## config.mk

```make
export PLATFORM = sky130hd
export DESIGN_NAME = if_stage_flat
export DESIGN_NICKNAME = d
export VERILOG_FILES = /design/src/rtl/if_stage_if.sv /design/src/rtl/if_stage.sv /design/src/flat_wrapper.sv
export SDC_FILE = /design/constraint.sdc
export NUM_CORES = 1
export LEC_CHECK = 0
export ABC_CLOCK_PERIOD_IN_PS = 4770
export BUFFER_PORTS_ARGS = -buffer_cell sky130_fd_sc_hd__buf_2
export CORE_ASPECT_RATIO = 1.5
export CORE_MARGIN = 3
export CORE_UTILIZATION = 50
export CTS_CLUSTER_SIZE = 28
export DETAILED_ROUTE_END_ITERATION = 16
export PLACE_DENSITY = 0.77
export SKIP_CTS_REPAIR_TIMING = 1
export SLEW_MARGIN = 15
export SYNTH_ARGS = -nofsm -noshare
export SYNTH_HDL_FRONTEND = slang
export SYNTH_SLANG_ARGS = --single-unit
```

## constraint.sdc

```tcl
create_clock -name clk_in -period 4.77 [get_ports clk_in]
set_input_delay 1.431 -clock clk_in [delete_from_list [all_inputs] [get_ports clk_in]]
set_output_delay 1.431 -clock clk_in [all_outputs]
set_load 0.03 [all_outputs]
```

## src/rtl/if_stage_if.sv

```systemverilog
// Byte-wide read port between the fetch stage and the shared memory arbiter.
interface if_stage_if;
  logic        mem_req;
  logic [31:0] mem_addr;
  logic        mem_busy;
  logic [7:0]  mem_din;

  modport master (output mem_req, output mem_addr, input mem_busy, input mem_din);
  modport slave  (input mem_req, input mem_addr, output mem_busy, output mem_din);
endinterface

```

## src/rtl/if_stage.sv

```systemverilog
// EPU instruction fetch: assembles 32-bit words from four byte reads and holds them for decode.
// Optional direct-mapped instruction cache enabled by defining IF_ICACHE_EN.
module if_stage #(
  parameter logic [31:0] RESET_PC     = 32'h0,
  parameter int          ICACHE_LINES = 16
) (
  input  logic              clk_in,
  input  logic              rst_in,
  input  logic              rdy_in,
  input  logic              stall_in,
  input  logic              jump_flag,
  input  logic [31:0]       jump_addr,
  if_stage_if.master        mem,
  output logic              if_valid,
  output logic [31:0]       if_pc,
  output logic [31:0]       if_ins
);

  typedef enum logic [1:0] {ISSUE, DRAIN, HOLD} state_t;

  state_t      r_state;
  logic [31:0] r_pc;
  logic [1:0]  r_issue_cnt;
  logic [1:0]  r_recv_cnt;
  logic        r_inflight;
  logic [7:0]  r_b0, r_b1, r_b2;

  logic        w_req;
  logic        w_accept;
  logic        w_hit;
  logic [31:0] w_cdat;
  logic [31:0] w_word;

  if ((ICACHE_LINES < 1) || ((ICACHE_LINES & (ICACHE_LINES - 1)) != 0)) begin : g_bad_lines
    $error("ICACHE_LINES must be a power of two");
  end

  // Requests are gated by reset and rdy_in so nothing leaks out while frozen.
  assign w_req         = !rst_in && rdy_in && (r_state == ISSUE) && !w_hit;
  assign w_accept      = w_req && !mem.mem_busy;
  assign mem.mem_req   = w_req;
  assign mem.mem_addr  = w_req ? (r_pc + {30'd0, r_issue_cnt}) : 32'h0;
  assign w_word        = {mem.mem_din, r_b2, r_b1, r_b0};

`ifdef IF_ICACHE_EN
  localparam int IDXW = (ICACHE_LINES > 1) ? $clog2(ICACHE_LINES) : 1;
  localparam int TAGW = 30 - IDXW;

  logic [ICACHE_LINES-1:0] r_cv;
  logic [TAGW-1:0]         r_ctag [ICACHE_LINES];
  logic [31:0]             r_cdat [ICACHE_LINES];
  logic [IDXW-1:0]         w_idx;
  logic [TAGW-1:0]         w_tag;
  logic                    w_fill;

  assign w_idx  = r_pc[IDXW+1:2];
  assign w_tag  = r_pc[31:IDXW+2];
  assign w_hit  = (r_state == ISSUE) && (r_issue_cnt == 2'd0) && r_cv[w_idx] && (r_ctag[w_idx] == w_tag);
  assign w_cdat = r_cdat[w_idx];
  // A redirect in the capture cycle kills the fill along with the fetch.
  assign w_fill = rdy_in && !jump_flag && r_inflight && (r_recv_cnt == 2'd3);

  always_ff @(posedge clk_in) begin
    if (w_fill) begin
      r_ctag[w_idx] <= w_tag;
      r_cdat[w_idx] <= w_word;
    end
  end

  always_ff @(posedge clk_in or posedge rst_in) begin
    if (rst_in)      r_cv        <= '0;
    else if (w_fill) r_cv[w_idx] <= 1'b1;
  end
`else
  assign w_hit  = 1'b0;
  assign w_cdat = 32'h0;
`endif

  always_ff @(posedge clk_in or posedge rst_in) begin
    if (rst_in) begin
      r_state     <= ISSUE;
      r_pc        <= RESET_PC;
      r_issue_cnt <= 2'd0;
      r_recv_cnt  <= 2'd0;
      r_inflight  <= 1'b0;
      r_b0        <= 8'h0;
      r_b1        <= 8'h0;
      r_b2        <= 8'h0;
      if_valid    <= 1'b0;
      if_pc       <= 32'h0;
      if_ins      <= 32'h0;
    end else if (rdy_in) begin
      // A byte accepted under a redirect belongs to the old stream: never capture it.
      r_inflight <= w_accept && !jump_flag;
      if (jump_flag) begin
        r_pc        <= jump_addr;
        if_valid    <= 1'b0;
        r_issue_cnt <= 2'd0;
        r_recv_cnt  <= 2'd0;
        r_state     <= ISSUE;
      end else begin
        if (r_inflight) begin
          case (r_recv_cnt)
            2'd0: r_b0 <= mem.mem_din;
            2'd1: r_b1 <= mem.mem_din;
            2'd2: r_b2 <= mem.mem_din;
            default: begin
              if_ins   <= w_word;
              if_pc    <= r_pc;
              if_valid <= 1'b1;
              r_state  <= HOLD;
            end
          endcase
          r_recv_cnt <= r_recv_cnt + 2'd1;
        end
        case (r_state)
          ISSUE: begin
            if (w_hit) begin
              if_ins   <= w_cdat;
              if_pc    <= r_pc;
              if_valid <= 1'b1;
              r_state  <= HOLD;
            end else if (w_accept) begin
              r_issue_cnt <= r_issue_cnt + 2'd1;
              if (r_issue_cnt == 2'd3) r_state <= DRAIN;
            end
          end
          HOLD: begin
            if (!stall_in) begin
              if_valid    <= 1'b0;
              r_pc        <= r_pc + 32'd4;
              r_issue_cnt <= 2'd0;
              r_recv_cnt  <= 2'd0;
              r_state     <= ISSUE;
            end
          end
          default: ;
        endcase
      end
    end
  end

endmodule

```

## src/flat_wrapper.sv

```systemverilog
// flat-port wrapper written by rule: the top's interface ports become plain ports
module if_stage_flat 
#(
  parameter logic [31:0] RESET_PC     = 32'h0,
  parameter int          ICACHE_LINES = 16
)
  (clk_in, rst_in, rdy_in, stall_in, jump_flag, jump_addr, if_valid, if_pc, if_ins, mem_mem_req, mem_mem_addr, mem_mem_busy, mem_mem_din);
  if_stage_if mem_i ();
  input  logic clk_in;
  input  logic rst_in;
  input  logic rdy_in;
  input  logic stall_in;
  input  logic jump_flag;
  input  logic [31:0] jump_addr;
  output logic if_valid;
  output logic [31:0] if_pc;
  output logic [31:0] if_ins;
  output wire logic [$bits(mem_i.mem_req)-1:0] mem_mem_req;
  output wire logic [$bits(mem_i.mem_addr)-1:0] mem_mem_addr;
  input wire logic [$bits(mem_i.mem_busy)-1:0] mem_mem_busy;
  input wire logic [$bits(mem_i.mem_din)-1:0] mem_mem_din;
  assign mem_mem_req = mem_i.mem_req;
  assign mem_mem_addr = mem_i.mem_addr;
  assign mem_i.mem_busy = mem_mem_busy;
  assign mem_i.mem_din = mem_mem_din;
  if_stage #(.RESET_PC(RESET_PC), .ICACHE_LINES(ICACHE_LINES)) u_core (.clk_in(clk_in), .rst_in(rst_in), .rdy_in(rdy_in), .stall_in(stall_in), .jump_flag(jump_flag), .jump_addr(jump_addr), .mem(mem_i), .if_valid(if_valid), .if_pc(if_pc), .if_ins(if_ins));
endmodule
```

**After elaboration in Yosys (flattened, before gate mapping)**

Index checks and enable logic that the tools add are counted.

- Add/subtract/negate cells: 4
- $lt $le $gt $ge: 0
- Bitwise gates (word level): 2
- Muxes and demuxes: 24
- Eq/ne operators: 7
- $mul: 0
- Div/mod/pow operators: 0
- Shift-type cells: 0
- Reductions and logical operators: 18

Operator list:

| cell | count |
|---|---|
| $mux W32 | 4 |
| $add A32 B2 Y32 | 1 |
| $add A32 B3 Y32 const B | 1 |
| $mux W2 | 13 |
| $reduce_and A4 Y1 | 5 |
| $pmux W2 S2 | 2 |
| $eq A2 B2 Y1 const B | 3 |
| $mux W1 | 5 |
| $add A2 B1 Y2 const B | 2 |
| $logic_and A1 B1 Y1 | 4 |
| $logic_not A2 Y1 | 2 |
| $logic_not A1 Y1 | 3 |
| $ne A3 B2 Y1 const B | 1 |
| $ne A3 B3 Y1 const B | 1 |
| $reduce_and A3 Y1 | 1 |
| $reduce_bool A3 Y1 | 1 |
| $reduce_or A3 Y1 | 1 |
| $eq A2 B1 Y1 const B | 1 |
| $ne A2 B1 Y1 const B | 1 |
| $not A1 Y1 | 2 |
| $reduce_bool A2 Y1 | 1 |

- Bits in writable memories: 0
- Output and inout bits: 98
- Memories kept: 0
- Bits of input ports: 46
- Logic and storage cells: 66
- Memory bits (read-only): 0
- Latch bits: 0
- Bits in registers: 128

**Longest topological paths before layout**

- Word-level depth: 8
- Depth in mapped cells: 8
- Mapped depth without buffers: 6

**Worst setup path after synthesis**

Ideal clock, no wire load.

- Kind: in2out
- Start point: input rdy_in
- End point: output mem_mem_addr[27]
- Path slack: 70 ps
- Arrival: 3,269 ps
- Buffers on the path: 4
- Stages on the path: 8
- Path through: buf_2 or4b_1 clkbuf_1 inv_2 buf_2 buf_2 nand2_1 mux2i_1

- Word-level cells in the longest chain between the ends: 3

RTL lines:

| item | line | text |
|---|---|---|
| from (decl) | flat_wrapper.sv:11 | `input logic rdy_in;` |
| $logic_and A1 B1 Y1 (2 in a row) | if_stage.sv:39 | `assign w_req = !rst_in && rdy_in && (r_state == ISSUE) && !w_hit;` |
| via mem_mem_req | flat_wrapper.sv:18 | `output wire logic [$bits(mem_i.mem_req)-1:0] mem_mem_req;` |
| $mux W32 | if_stage.sv:42 | `assign mem.mem_addr = w_req ? (r_pc + {30'd0, r_issue_cnt}) : 32'h0;` |
| to (decl) | flat_wrapper.sv:19 | `output wire logic [$bits(mem_i.mem_addr)-1:0] mem_mem_addr;` |

The timed path passes the listed nets, and every way through them passes these cells.

**Final worst setup path**

- Start point: register u_core.r_pc[2]
- End point: output mem_mem_addr[22]

- Word-level cells in the longest chain between the ends: 2

RTL lines:

| item | line | text |
|---|---|---|
| from (decl) | if_stage.sv:22 | `logic [31:0] r_pc;` |
| from (signal assigned) | if_stage.sv:96 | `r_pc <= jump_addr;` |
| from (signal assigned) | if_stage.sv:131 | `r_pc <= r_pc + 32'd4;` |
| $add A32 B2 Y32 | if_stage.sv:42 |  |
| $mux W32 | if_stage.sv:42 |  |

No other way between the ends.

==> impl_metrics.yaml <==
status:
  status: "complete, no violations"
worst_setup_path:
  arrival_ps: 3110
  r2r_end: "u_core.r_pc[26]"
  cp-end-kind: "output port"
  crit_fanout: 9
  r2r_slack_ps: 2240
  reg2reg_depth: 5
  rr_startpoint: "u_core.r_pc[2]"
  startpoint_type: "register"
  critPathRequiredTime_ps: 3340
  crit_type: "register to output port"
place:
  hpwl_um: 14300
  numPortBuffers: 143
  gp_congestion: 0.916
  pre_cts_ws_ps: 289
clock_tree:
  worstSkewPairLatency_ps: 420
  clk_pin_slew_worst_paths_ps: 60
  cts_buffers: 17
  clkSinkCount: 128
  cts_tree: "done"
  ctsHtreeMaxLevel: 4
  cts_max_path_buffers: 2
  root_buffer: "clkbuf_16"
floorplan:
  rows: 51
  initial_core_util_pct: 52.0
  die_area_mm2: 0.0153
  design.core.area_mm2: 0.0133
  num_io_pins: 144
  fp.dieH_um: 150
  dieWidth_um: 102
timing:
  fin_crit_ps: 4540
  slew_violations: 0
  worst_slew_pin_slew_ps: 1010
  max_freq_mhz: 220
  rsz0062_at_grt: "false"
  hold_violations: 0
  fin_hold_ws_ps: 500
  finClkSkew_ps: 8.61
  fin_ws_ps: 225
  tns_ps: 0
  setup-violations-final: 0
  slew-limit-headroom_pct: 31.9
  fin_crit_sh_pct: 95.3
global_routing:
  grt_pass1_wl_um: 31400
  grt-ovfl-total: 0
  first_global_vias: 5981
  grtUsageTotal_pct: 26.6
  antenna_found_initial: 1
  grt_max_degree: 52
routing:
  viasPerCell: 6.27
  wl_per_cell_um: 21.0
  drc_errors: 0
  routed_wl_um: 20100
  first_iter_violations: 514
  drtPass1Iterations: 6
  vias: 5991
  antenna_left: 0
cells_and_area:
  fill_cells: 1081
  final_util_pct: 62.8
  drive_above_1_share_pct: 37.0
  n_antenna_cell: 0
  synthToLayoutAreaGrowth_pct: 20.7
  fin_nets: 839
synth:
  synth_commonest_cells: "dfrtp_1, mux2_2, clkbuf_1, nand2_1"
  seq_area_frac_synth_pct: 46.4
  synth_most_common_cell: "dfrtp_1"
  synth_largest_area_cell: "dfrtp_1"
  syn_area_per_cell_um2: 10.3
  syn_inst: 670
  syn-num-nets: 725
  synth_cell_types: 61
  synth-main-ff-cell: "dfrtp_1"
  yosys_warnings: 0
  synth_area_leaders: "dfrtp_1, mux2_2, a21oi_1, nand3_1, clkbuf_1"
  synth_top_area_share_pct: 46.4
  synth_edf_count: 0
  synth_area_mm2: 0.00690
  async_flop_share_pct: 100
  ys_ff_latch: 128
power:
  peakVddDrop_mv: 0.269
  switching_power_uw: 988
  comb_power_share_pct: 16.1
  p_int_mw: 2.22
  switching_share_pct: 30.8
  p_clk_share_pct: 43.2
  fin_total_pwr_mw: 3.21
  seqPwrFrac_pct: 40.7
  p_per_area_mw_per_mm2: 385
  p_leak_nw: 4.10
hold_path:
  hold_depth: 1
  hold_path_class: "register to register"
  min_from: "u_core.if_pc[2]"
  hold_path_end: "u_core.if_pc[2]"
job:
  drv_cap: 0
==> worst max path at each step <==
stage                     cells past startpoint            from               end
after floorplan                               8          rdy_in  mem_mem_addr[27]
after detailed placement                      7          rst_in  mem_mem_addr[17]
after global routing                          6  u_core.r_pc[2]  mem_mem_addr[26]
after global placement                        6          rst_in  mem_mem_addr[28]
final                                         6  u_core.r_pc[2]  mem_mem_addr[22]
after CTS                                     6  u_core.r_pc[2]  mem_mem_addr[22]
==> metal layers <==
layer | track usage, % | part of all wire, %
met1 | 31.1 | 38
met2 | 45.5 | 51
met3 | 6.16 | 7.8
met4 | 13.2 | 3.8
met5 | 0 | 0.089
==> sequential cells by signal (all words and copies together), names as in the netlist <==
name	cells
u_core.if_valid	1
u_core.r_recv_cnt	2
u_core.r_b0	8
u_core.r_issue_cnt	2
u_core.r_pc	32
u_core.r_inflight	1
u_core.r_state	2
u_core.if_pc	32
u_core.if_ins	32
u_core.r_b2	8
u_core.r_b1	8
==> placed cells by master (no fill, tap or decap), types with 12 or more instances in the layout <==
master,Yosys,layout
nor4_1,17,17
dfrtp_1,128,128
nand4_1,18,18
nand3_1,34,34
clkbuf_16,0,17
and3_1,16,16
nand2_1,37,36
mux2i_1,12,12
mux2_2,91,91
nor3_1,19,19
a21oi_1,34,34
inv_1,19,18
buf_2,22,143
nor2_1,31,31
o21ai_0,26,26
==> metrics by stage <==
step                area, µm²  instances
floorplan                6900        670
global placement         7670        922
detailed placement       7670        922
CTS                      8290        954
global route             8330        956
finish                   8330        956
==> power groups by stage <==
stage               Clock (mW)  Combinational (mW)  Sequential [mW]
finish                    1.38               0.517             1.30
global route              1.45               0.568             1.32
CTS                       1.41               0.514             1.30
detailed placement           0               0.509             1.32
global placement             0               0.491             1.31
floorplan                    0               0.434             1.23
==> critical path, stage by stage (launching register included) <==
cell	delay [ps]
dfrtp_1	540
ha_1	360
and4_1	400
nand4_1	420
or4_1	600
a21oi_1	160
buf_2	220
==> cell families (layout without fill, tap and decap cells) <==
| logic type | after synthesis | count (layout) | share of synthesized area, % |
|---|---|---|---|
| compound gates | 118 | 118 | 11.1 |
| xor+xnor | 9 | 9 | 1.14 |
| fa+ha+maj | 9 | 9 | 1.74 |
| buf+inv | 81 | 208 | 4.88 |
| flops | 128 | 128 | 46.4 |
| mux | 103 | 103 | 16.6 |
| simple gates | 222 | 222 | 18.1 |
==> final cells by class <==
class | instances | area, µm² | share of cell area (%)
inverter | 20 | 78.8 | 0.946
sequential | 128 | 3200 | 38.5
timing repair buffer | 156 | 858 | 10.3
tap | 159 | 199 | 2.39
clock inverter | 13 | 175 | 2.10
multi-input combinational | 461 | 3360 | 40.4
clock buffer | 19 | 453 | 5.44
Note: power is estimated with default switching activity, not from simulation.
